--- src/rtl/zbus_ay_dec.sv ---
// rtl/zbus_ay_dec.sv - Z80 I/O front-end: synchronises the bus, qualifies AY port accesses (#FFFD/#BFFD)
// Optional macro ZBUS_M1_FILTER_EN: reject IORQ+M1 (interrupt acknowledge) cycles.
module zbus_ay_dec #(
  parameter int SYNC_STAGES   = 2,
  parameter int STABLE_CYCLES = 2
) (
  input  logic       clk,
  input  logic       rst_n,
  input  logic       z_iorq_n,
  input  logic       z_rd_n,
  input  logic       z_wr_n,
  input  logic       z_m1_n,
  input  logic       z_a15,
  input  logic       z_a14,
  input  logic       z_a1,
  input  logic [7:0] d_in,
  output logic [7:0] d_lat,
  output logic       cfg_wrstb,
  output logic       addr_wrstb,
  output logic       data_wrstb,
  output logic       rd_active
);

  localparam int CW = $clog2(STABLE_CYCLES + 1);

`ifdef ZBUS_M1_FILTER_EN
  localparam int NS = 7;
  logic [NS-1:0] raw;
  assign raw = {z_m1_n, z_a1, z_a14, z_a15, z_wr_n, z_rd_n, z_iorq_n};
`else
  localparam int NS = 6;
  logic [NS-1:0] raw;
  logic          unused_m1;
  assign raw       = {z_a1, z_a14, z_a15, z_wr_n, z_rd_n, z_iorq_n};
  assign unused_m1 = z_m1_n;
`endif

  logic [SYNC_STAGES-1:0][NS-1:0] sync_q;
  logic [SYNC_STAGES-1:0]         prime_q;
  logic [NS-1:0]                  s;

  // prime_q marks when the synchroniser carries real bus samples rather than reset fill
  always_ff @(posedge clk or negedge rst_n) begin
    if (!rst_n) begin
      sync_q  <= '1;
      prime_q <= '0;
    end else begin
      sync_q  <= {sync_q[SYNC_STAGES-2:0], raw};
      prime_q <= {prime_q[SYNC_STAGES-2:0], 1'b1};
    end
  end

  assign s = sync_q[SYNC_STAGES-1];

  logic       act;
  logic       wr_only;
  logic       rd_only;
  logic [2:0] cls;  // {rd_fffd, wr_bffd, wr_fffd}

  always_comb begin
    act = !s[0] && s[3] && !s[5];
`ifdef ZBUS_M1_FILTER_EN
    act = act && s[6];
`endif
    wr_only = !s[2] && s[1];
    rd_only = !s[1] && s[2];
    cls     = {act && rd_only && s[4], act && wr_only && !s[4], act && wr_only && s[4]};
  end

  typedef enum logic [1:0] {IDLE, QUAL, HOLD} state_t;

  state_t        state_q;
  logic [2:0]    cls_q;
  logic [CW-1:0] cnt_q;
  logic [CW-1:0] cnt_d;
  logic          accept;

  assign cnt_d = cnt_q + CW'(1);

  always_comb begin
    accept = 1'b0;
    case (state_q)
      IDLE:    accept = (cls != 3'b000) && (STABLE_CYCLES == 1);
      QUAL:    accept = (cls == cls_q) && (cnt_d == CW'(STABLE_CYCLES));
      default: accept = 1'b0;
    endcase
  end

  always_ff @(posedge clk or negedge rst_n) begin
    if (!rst_n) begin
      state_q    <= HOLD;
      cls_q      <= '0;
      cnt_q      <= '0;
      d_lat      <= 8'h00;
      cfg_wrstb  <= 1'b0;
      addr_wrstb <= 1'b0;
      data_wrstb <= 1'b0;
      rd_active  <= 1'b0;
    end else begin
      cfg_wrstb  <= 1'b0;
      addr_wrstb <= 1'b0;
      data_wrstb <= 1'b0;
      if (accept) begin
        state_q <= HOLD;
        cnt_q   <= '0;
        if (cls[2]) begin
          rd_active <= 1'b1;
        end else begin
          d_lat      <= d_in;
          data_wrstb <= cls[1];
          cfg_wrstb  <= cls[0] && (d_in[7:4] == 4'hF);
          addr_wrstb <= cls[0] && (d_in[7:4] != 4'hF);
        end
      end else begin
        case (state_q)
          IDLE: begin
            if (cls != 3'b000) begin
              cls_q   <= cls;
              cnt_q   <= CW'(1);
              state_q <= QUAL;
            end
          end
          QUAL: begin
            if (cls == cls_q) begin
              cnt_q <= cnt_d;
            end else begin
              cnt_q   <= '0;
              state_q <= IDLE;
            end
          end
          HOLD: begin
            if (prime_q[SYNC_STAGES-1] && s[0]) begin
              rd_active <= 1'b0;
              state_q   <= IDLE;
            end
          end
          default: state_q <= HOLD;
        endcase
      end
    end
  end

endmodule

--- config.mk ---
export PLATFORM = sky130hd
export DESIGN_NAME = zbus_ay_dec
export DESIGN_NICKNAME = d
export VERILOG_FILES = /design/src/rtl/zbus_ay_dec.sv
export SDC_FILE = /design/constraint.sdc
export NUM_CORES = 1
export LEC_CHECK = 0
export ABC_AREA = 1
export CAP_MARGIN = 15
export CORE_ASPECT_RATIO = 0.6
export CORE_MARGIN = 2
export CORE_UTILIZATION = 40
export CTS_BUF_LIST = sky130_fd_sc_hd__clkbuf_4 sky130_fd_sc_hd__clkbuf_8
export DETAILED_ROUTE_END_ITERATION = 12
export PLACE_DENSITY_LB_ADDON = 0.05
export SETUP_SLACK_MARGIN = 0.05
export SLEW_MARGIN = 20
export SYNTH_ARGS = -nofsm -noshare
export SYNTH_HDL_FRONTEND = slang
export SYNTH_SLANG_ARGS = --single-unit
--- constraint.sdc ---
create_clock -name clk -period 2.2 [get_ports clk]
set_input_delay 0.66 -clock clk [delete_from_list [all_inputs] [get_ports clk]]
set_output_delay 0.66 -clock clk [all_outputs]
set_load 0.01 [all_outputs]
Yosys cells after proc, flatten, opt, wreduce, memory -nomap -nowiden. Cells that the tools add are included.

Register bits after elaboration: 33.

Bitwise gates (word level): 2. Add/sub/neg operators: 1. Reduce and logical (&&, ||, !) cells: 28. Equal/unequal tests: 10. Muxes and demuxes: 19.

Operators with widths (count): 1-bit logical AND (13); 2-bit two-way mux (6); 1-bit two-way mux (11); 3-bit != test (second input constant) (3); 3-bit AND reduction (3); 2-bit case mux with 3 select lines (1); 3-bit nonzero test (2); 1-bit zero test (5); 2-bit equality test (second input constant) (2); 4-bit equality test (second input constant) (1); 4-bit != test (second input constant) (1); 2-bit case mux with 2 select lines (1); 2-bit AND reduction (2); 2-bit nonzero test (2); 3-bit equality test (1); 2-bit by 1-bit adder with 2-bit output (second input constant) (1); 2-bit by 1-bit equality test with 1-bit output (second input constant) (1); 2-bit zero test (1); 2-bit != test (second input constant) (1); 1-bit inverter (2).

Depth between registers and ports, before layout. Gate-level depths: netlist of run 1.

Depth after elaboration: 10. Gate-level depth with buffers: 10. Gate-level depth less buffers: 10.

Worst setup path after synthesis of run 1. OpenSTA, ideal clock, no wires.

Path type: register -> register. From: reg sync_q (netlist bit s[1]). To: reg rd_active. Arrival time: 1.464 ns. Period minus slack after synthesis: 1.537 ns. Cell stages (with the launch flop): 9. Setup slack: 0.663 ns. Path buffers: 0. Path through: dfstp_2 inv_1 nor2_2 nand3_1 nand2_1 nand2_2 nor3_4 nand2_4 a21oi_2.

Cells in the longest elaborated chain, start to end: 9. Elaborated cells on any way between the ends: 16. Classes of those cells: 2 x eq/ne; 2 x mux; 12 x reduce/logical.

RTL lines: from (decl) (line 38) `logic [SYNC_STAGES-1:0][NS-1:0] sync_q;`; from (signal assigned) (line 48) `sync_q <= {sync_q[SYNC_STAGES-2:0], raw};`; 1-bit zero test (line 66) `rd_only = !s[1] && s[2];`; 1-bit logical AND (line 66); 1-bit logical AND (2 in a row) (line 67) `cls = {act && rd_only && s[4], act && wr_only && !s[4], act && wr_only && s[4]};`; 3-bit equality test (line 84) `QUAL: accept = (cls == cls_q) && (cnt_d == CW'(STABLE_CYCLES));`; 1-bit logical AND (line 84); 1-bit two-way mux (line 82) `case (state_q)`; 2-bit != test (no source line) or 2-bit nonzero test (tied branches); 3-bit AND reduction (no source line); to (signal assigned) (line 98) `rd_active <= 1'b0;`; to (signal assigned) (line 107) `rd_active <= 1'b1;`; to (signal assigned) (line 133) `rd_active <= 1'b0;`; to (decl) (line 21) `output logic rd_active`.

Several ways; a longest one is shown, not always the timed one. A chain may end at the register's enable or synchronous reset.

Worst setup path in the final report of run 1.
From: reg rd_active. To: out rd_active.

No word-level cell between the ends.

==> results of run 1 <==
-- layout by cell type (no fill, tap or decap), drive strengths merged --
cell type | synthesis | routed
nand2 | 37 | 37
clkdlybuf4s50 | 0 | 27
dfrtp | 20 | 20
dfstp | 13 | 13
inv | 11 | 11
nand4 | 10 | 10
nand3 | 10 | 10
clkbuf | 2 | 7
nor2 | 7 | 7
nor3 | 5 | 5
o21ai | 4 | 4
buf | 0 | 3
a21oi | 2 | 2
nand3b | 1 | 1
o31ai | 1 | 1
ha | 1 | 1
clkinv | 0 | 1
conb | 1 | 1
-- registers in the layout (all words and copies together) (netlist names) --
| register | cells |
|---|---|
| state_q | 2 |
| s | 6 |
| cnt_q | 2 |
| rd_active | 1 |
| data_wrstb | 1 |
| addr_wrstb | 1 |
| prime_q | 2 |
| sync_q | 6 |
| cls_q | 3 |
| cfg_wrstb | 1 |
| d_lat | 8 |
-- cell families (layout without fill, tap and decap cells) --
logic type               Yosys count  in the layout  share of synthesized area
other                              1              1                   0.002841
buffers and inverters             13             49                    0.03697
AO/OA/AOI/OAI                      7              7                    0.03128
adder cells (fa/ha/maj)            1              1                   0.009477
flip-flops                        33             33                     0.6379
AND/OR/NAND/NOR                   70             70                     0.2815
-- synthesized netlist by cell type, drive strengths merged --
| library cell | instances |
|---|---|
| nand4 | 10 |
| nand3b | 1 |
| nand3 | 10 |
| nand2 | 37 |
| clkbuf | 2 |
| nor2 | 7 |
| a21oi | 2 |
| o31ai | 1 |
| dfrtp | 20 |
| o21ai | 4 |
| nor3 | 5 |
| ha | 1 |
| inv | 11 |
| conb | 1 |
| dfstp | 13 |
-- per-layer routing --
metal | vias to the layer above | wire (um)
met5 | - | 0
met4 | 0 | 33
met3 | 5 | 105
met2 | 15 | 1017
met1 | 432 | 1223
li1 | 479 | -
-- worst min-delay path by stage --
stage | slack, ns | depth (start not counted) | end | from
floorplan | 0.33 | 0 | prime_q[1] | prime_q[0]
global placement | 0.33 | 0 | prime_q[1] | prime_q[0]
detailed placement | 0.34 | 0 | prime_q[1] | prime_q[0]
CTS | 0.35 | 0 | prime_q[1] | prime_q[0]
global route | 0.36 | 0 | s[0] | sync_q[0]
finish | 0.35 | 0 | prime_q[1] | prime_q[0]
-- final cells by class --
type	count	area (sq um)	share of cell area
clock buffer	7	96.34	0.05465
clock inverter	1	5.005	0.002839
inverter	11	41.29	0.02342
multi-input combinational	79	429.2	0.2434
sequential	33	842.1	0.4776
tap	45	56.30	0.03194
timing repair buffer	30	292.8	0.1661
-- power by group through the flow --
stage               Combinational (uW)  Sequential [uW]  Clock, uW
finish                             483              794        487
global route                       540              814        537
CTS                                489              794        504
detailed placement                 489              803          0
global placement                   476              801          0
floorplan                          203              835          0
-- metrics by stage --
| stage | setup WS (ns) | cells |
|---|---|---|
| after detailed placement | 0.3917 | 198 |
| after global placement | 0.4526 | 198 |
| final | 0.3249 | 206 |
| after CTS | 0.3051 | 206 |
| after global routing | 0.2267 | 206 |
| after floorplan | 0.6632 | 125 |
==> flow_metrics.tcl, run 1 <==
set metrics [dict create \
    status "finished clean" \
    coreArea_sq_um 3203 \
    max_stage_delay_ns 0.55 \
    dpl-instance-area_sq_um 1662 \
    leakage_uw 0.0007881 \
    antenna_cells 0 \
    critPathLaunchType "register" \
    via_per_inst 4.519 \
    crit_start "rd_active" \
    worst-setup-path-type "register to output pin" \
    drive_above_1_share 0.2298 \
    synth_area_leaders "dfrtp_1 38%, dfstp_2 26%, nand2_1 9.7%" \
    p_int_uw 1257 \
    reg2reg_from "s[1]" \
    ys_seq_area_frac 0.6379 \
    firstDrtPassIters 5 \
    syn_inst 125 \
    rrSetupSlack_ns 0.39 \
    htreeDepth 2 \
    post_cts_buffers 0 \
    critPathArrivalTime_ns 1.22 \
    rsz0062_at_grt "no" \
    clk_latency_ns 0.28 \
    cts_tree "yes" \
    use_met1 0.2202 \
    max_freq_mhz 533.3 \
    synth_nets 143 \
    finalCritPeriodShare 0.8523 \
    total_power_uw 1763 \
    die_y_um 48.50 \
    synth_largest_area_cell "dfrtp_1" \
    skew_ns 0.007751 \
    whs_ns 0.3486 \
    rows 16 \
    wl_um 2379 \
    grt_pass1_wl_um 4326 \
    critPathMaxFanout 3 \
    ioPinCount 29 \
    antenna_found_initial 0 \
    irDropWorstVdd_uv 612.2 \
    drt-initial-drc-count 41 \
    use_met2 0.2141 \
    cp_num_buf_inv 1 \
    root_buffer "clkbuf_8" \
    clockBufferDepth 2 \
    path_clk_slew_ns 0.07 \
    setup_tns_ns 0 \
    grt_overflow 0 \
    port-buffer-count 27 \
    grtUsageTotal 0.1555 \
    cts_sinks 33 \
    swShare 0.2873 \
    stdcell_area_sq_um 1763 \
    drc 0 \
    r2r-end "d_lat[5]" \
    yosysUniqueCellTypes 24 \
    use_met3 0.06157 \
    yosys_register_bits 33 \
    min_period_ns 1.875 \
    place.gp.congestion 0.7484 \
    max-cap-violations 0 \
    busiest_layer "met1" \
    path_depth 1 \
    reg2reg_depth 8 \
    seq_power_share 0.450 \
    ant_nets 0 \
    slew_viol_final 0 \
    worstSetupEndpoint "rd_active" \
    area_growth_pct 33.55 \
    fillers 285 \
    ctsResizeCount 0 \
    p_per_area_nw_per_um2 1000 \
    power_switching_uw 506.6 \
    synth_area_sq_um 1320 \
    worstPathRequired_ns 1.54 \
    dieArea_sq_um 3790 \
    routedWlPerCell_um 11.55 \
    via_count 931 \
    critPathTopFamily "buffers and inverters" \
    initial_core_util 0.4121 \
    dpl.hpwl_um 1787 \
    die_w_um 78.16 \
    hold_buffers 0 \
    nets 178 \
    finalSetupViolations 0 \
    grt_pass1_vias 956 \
    grt_max_degree 34 \
    yosysTopAreaCellShare 0.3791 \
    avgSynthCellArea_sq_um 10.56 \
    final_util 0.5504 \
    timing.critical_path.to_type "output pin" \
    clockPowerShare 0.276 \
    critical_path.cell_chain "clkdlybuf4s50_1" \
    p_comb_frac 0.274 \
    hp-class "register to register" \
    cts_buffers 5 \
    hold_violations 0 \
    synth_warnings 0 \
    cp_slowest_cell "clkdlybuf4s50_1" \
]
Note: power is estimated with default switching activity, not from simulation.
==> run 2: changes to the inputs <==
--- a/config.mk
+++ b/config.mk
@@ -11,6 +11,7 @@
 export CORE_MARGIN = 2
 export CORE_UTILIZATION = 40
 export CTS_BUF_LIST = sky130_fd_sc_hd__clkbuf_4 sky130_fd_sc_hd__clkbuf_8
+export CTS_CLUSTER_DIAMETER = 50
 export DETAILED_ROUTE_END_ITERATION = 12
 export PLACE_DENSITY_LB_ADDON = 0.05
 export SETUP_SLACK_MARGIN = 0.05
==> results of run 2 <==
Final layout, timing and power as in run 1 (identical DEF).
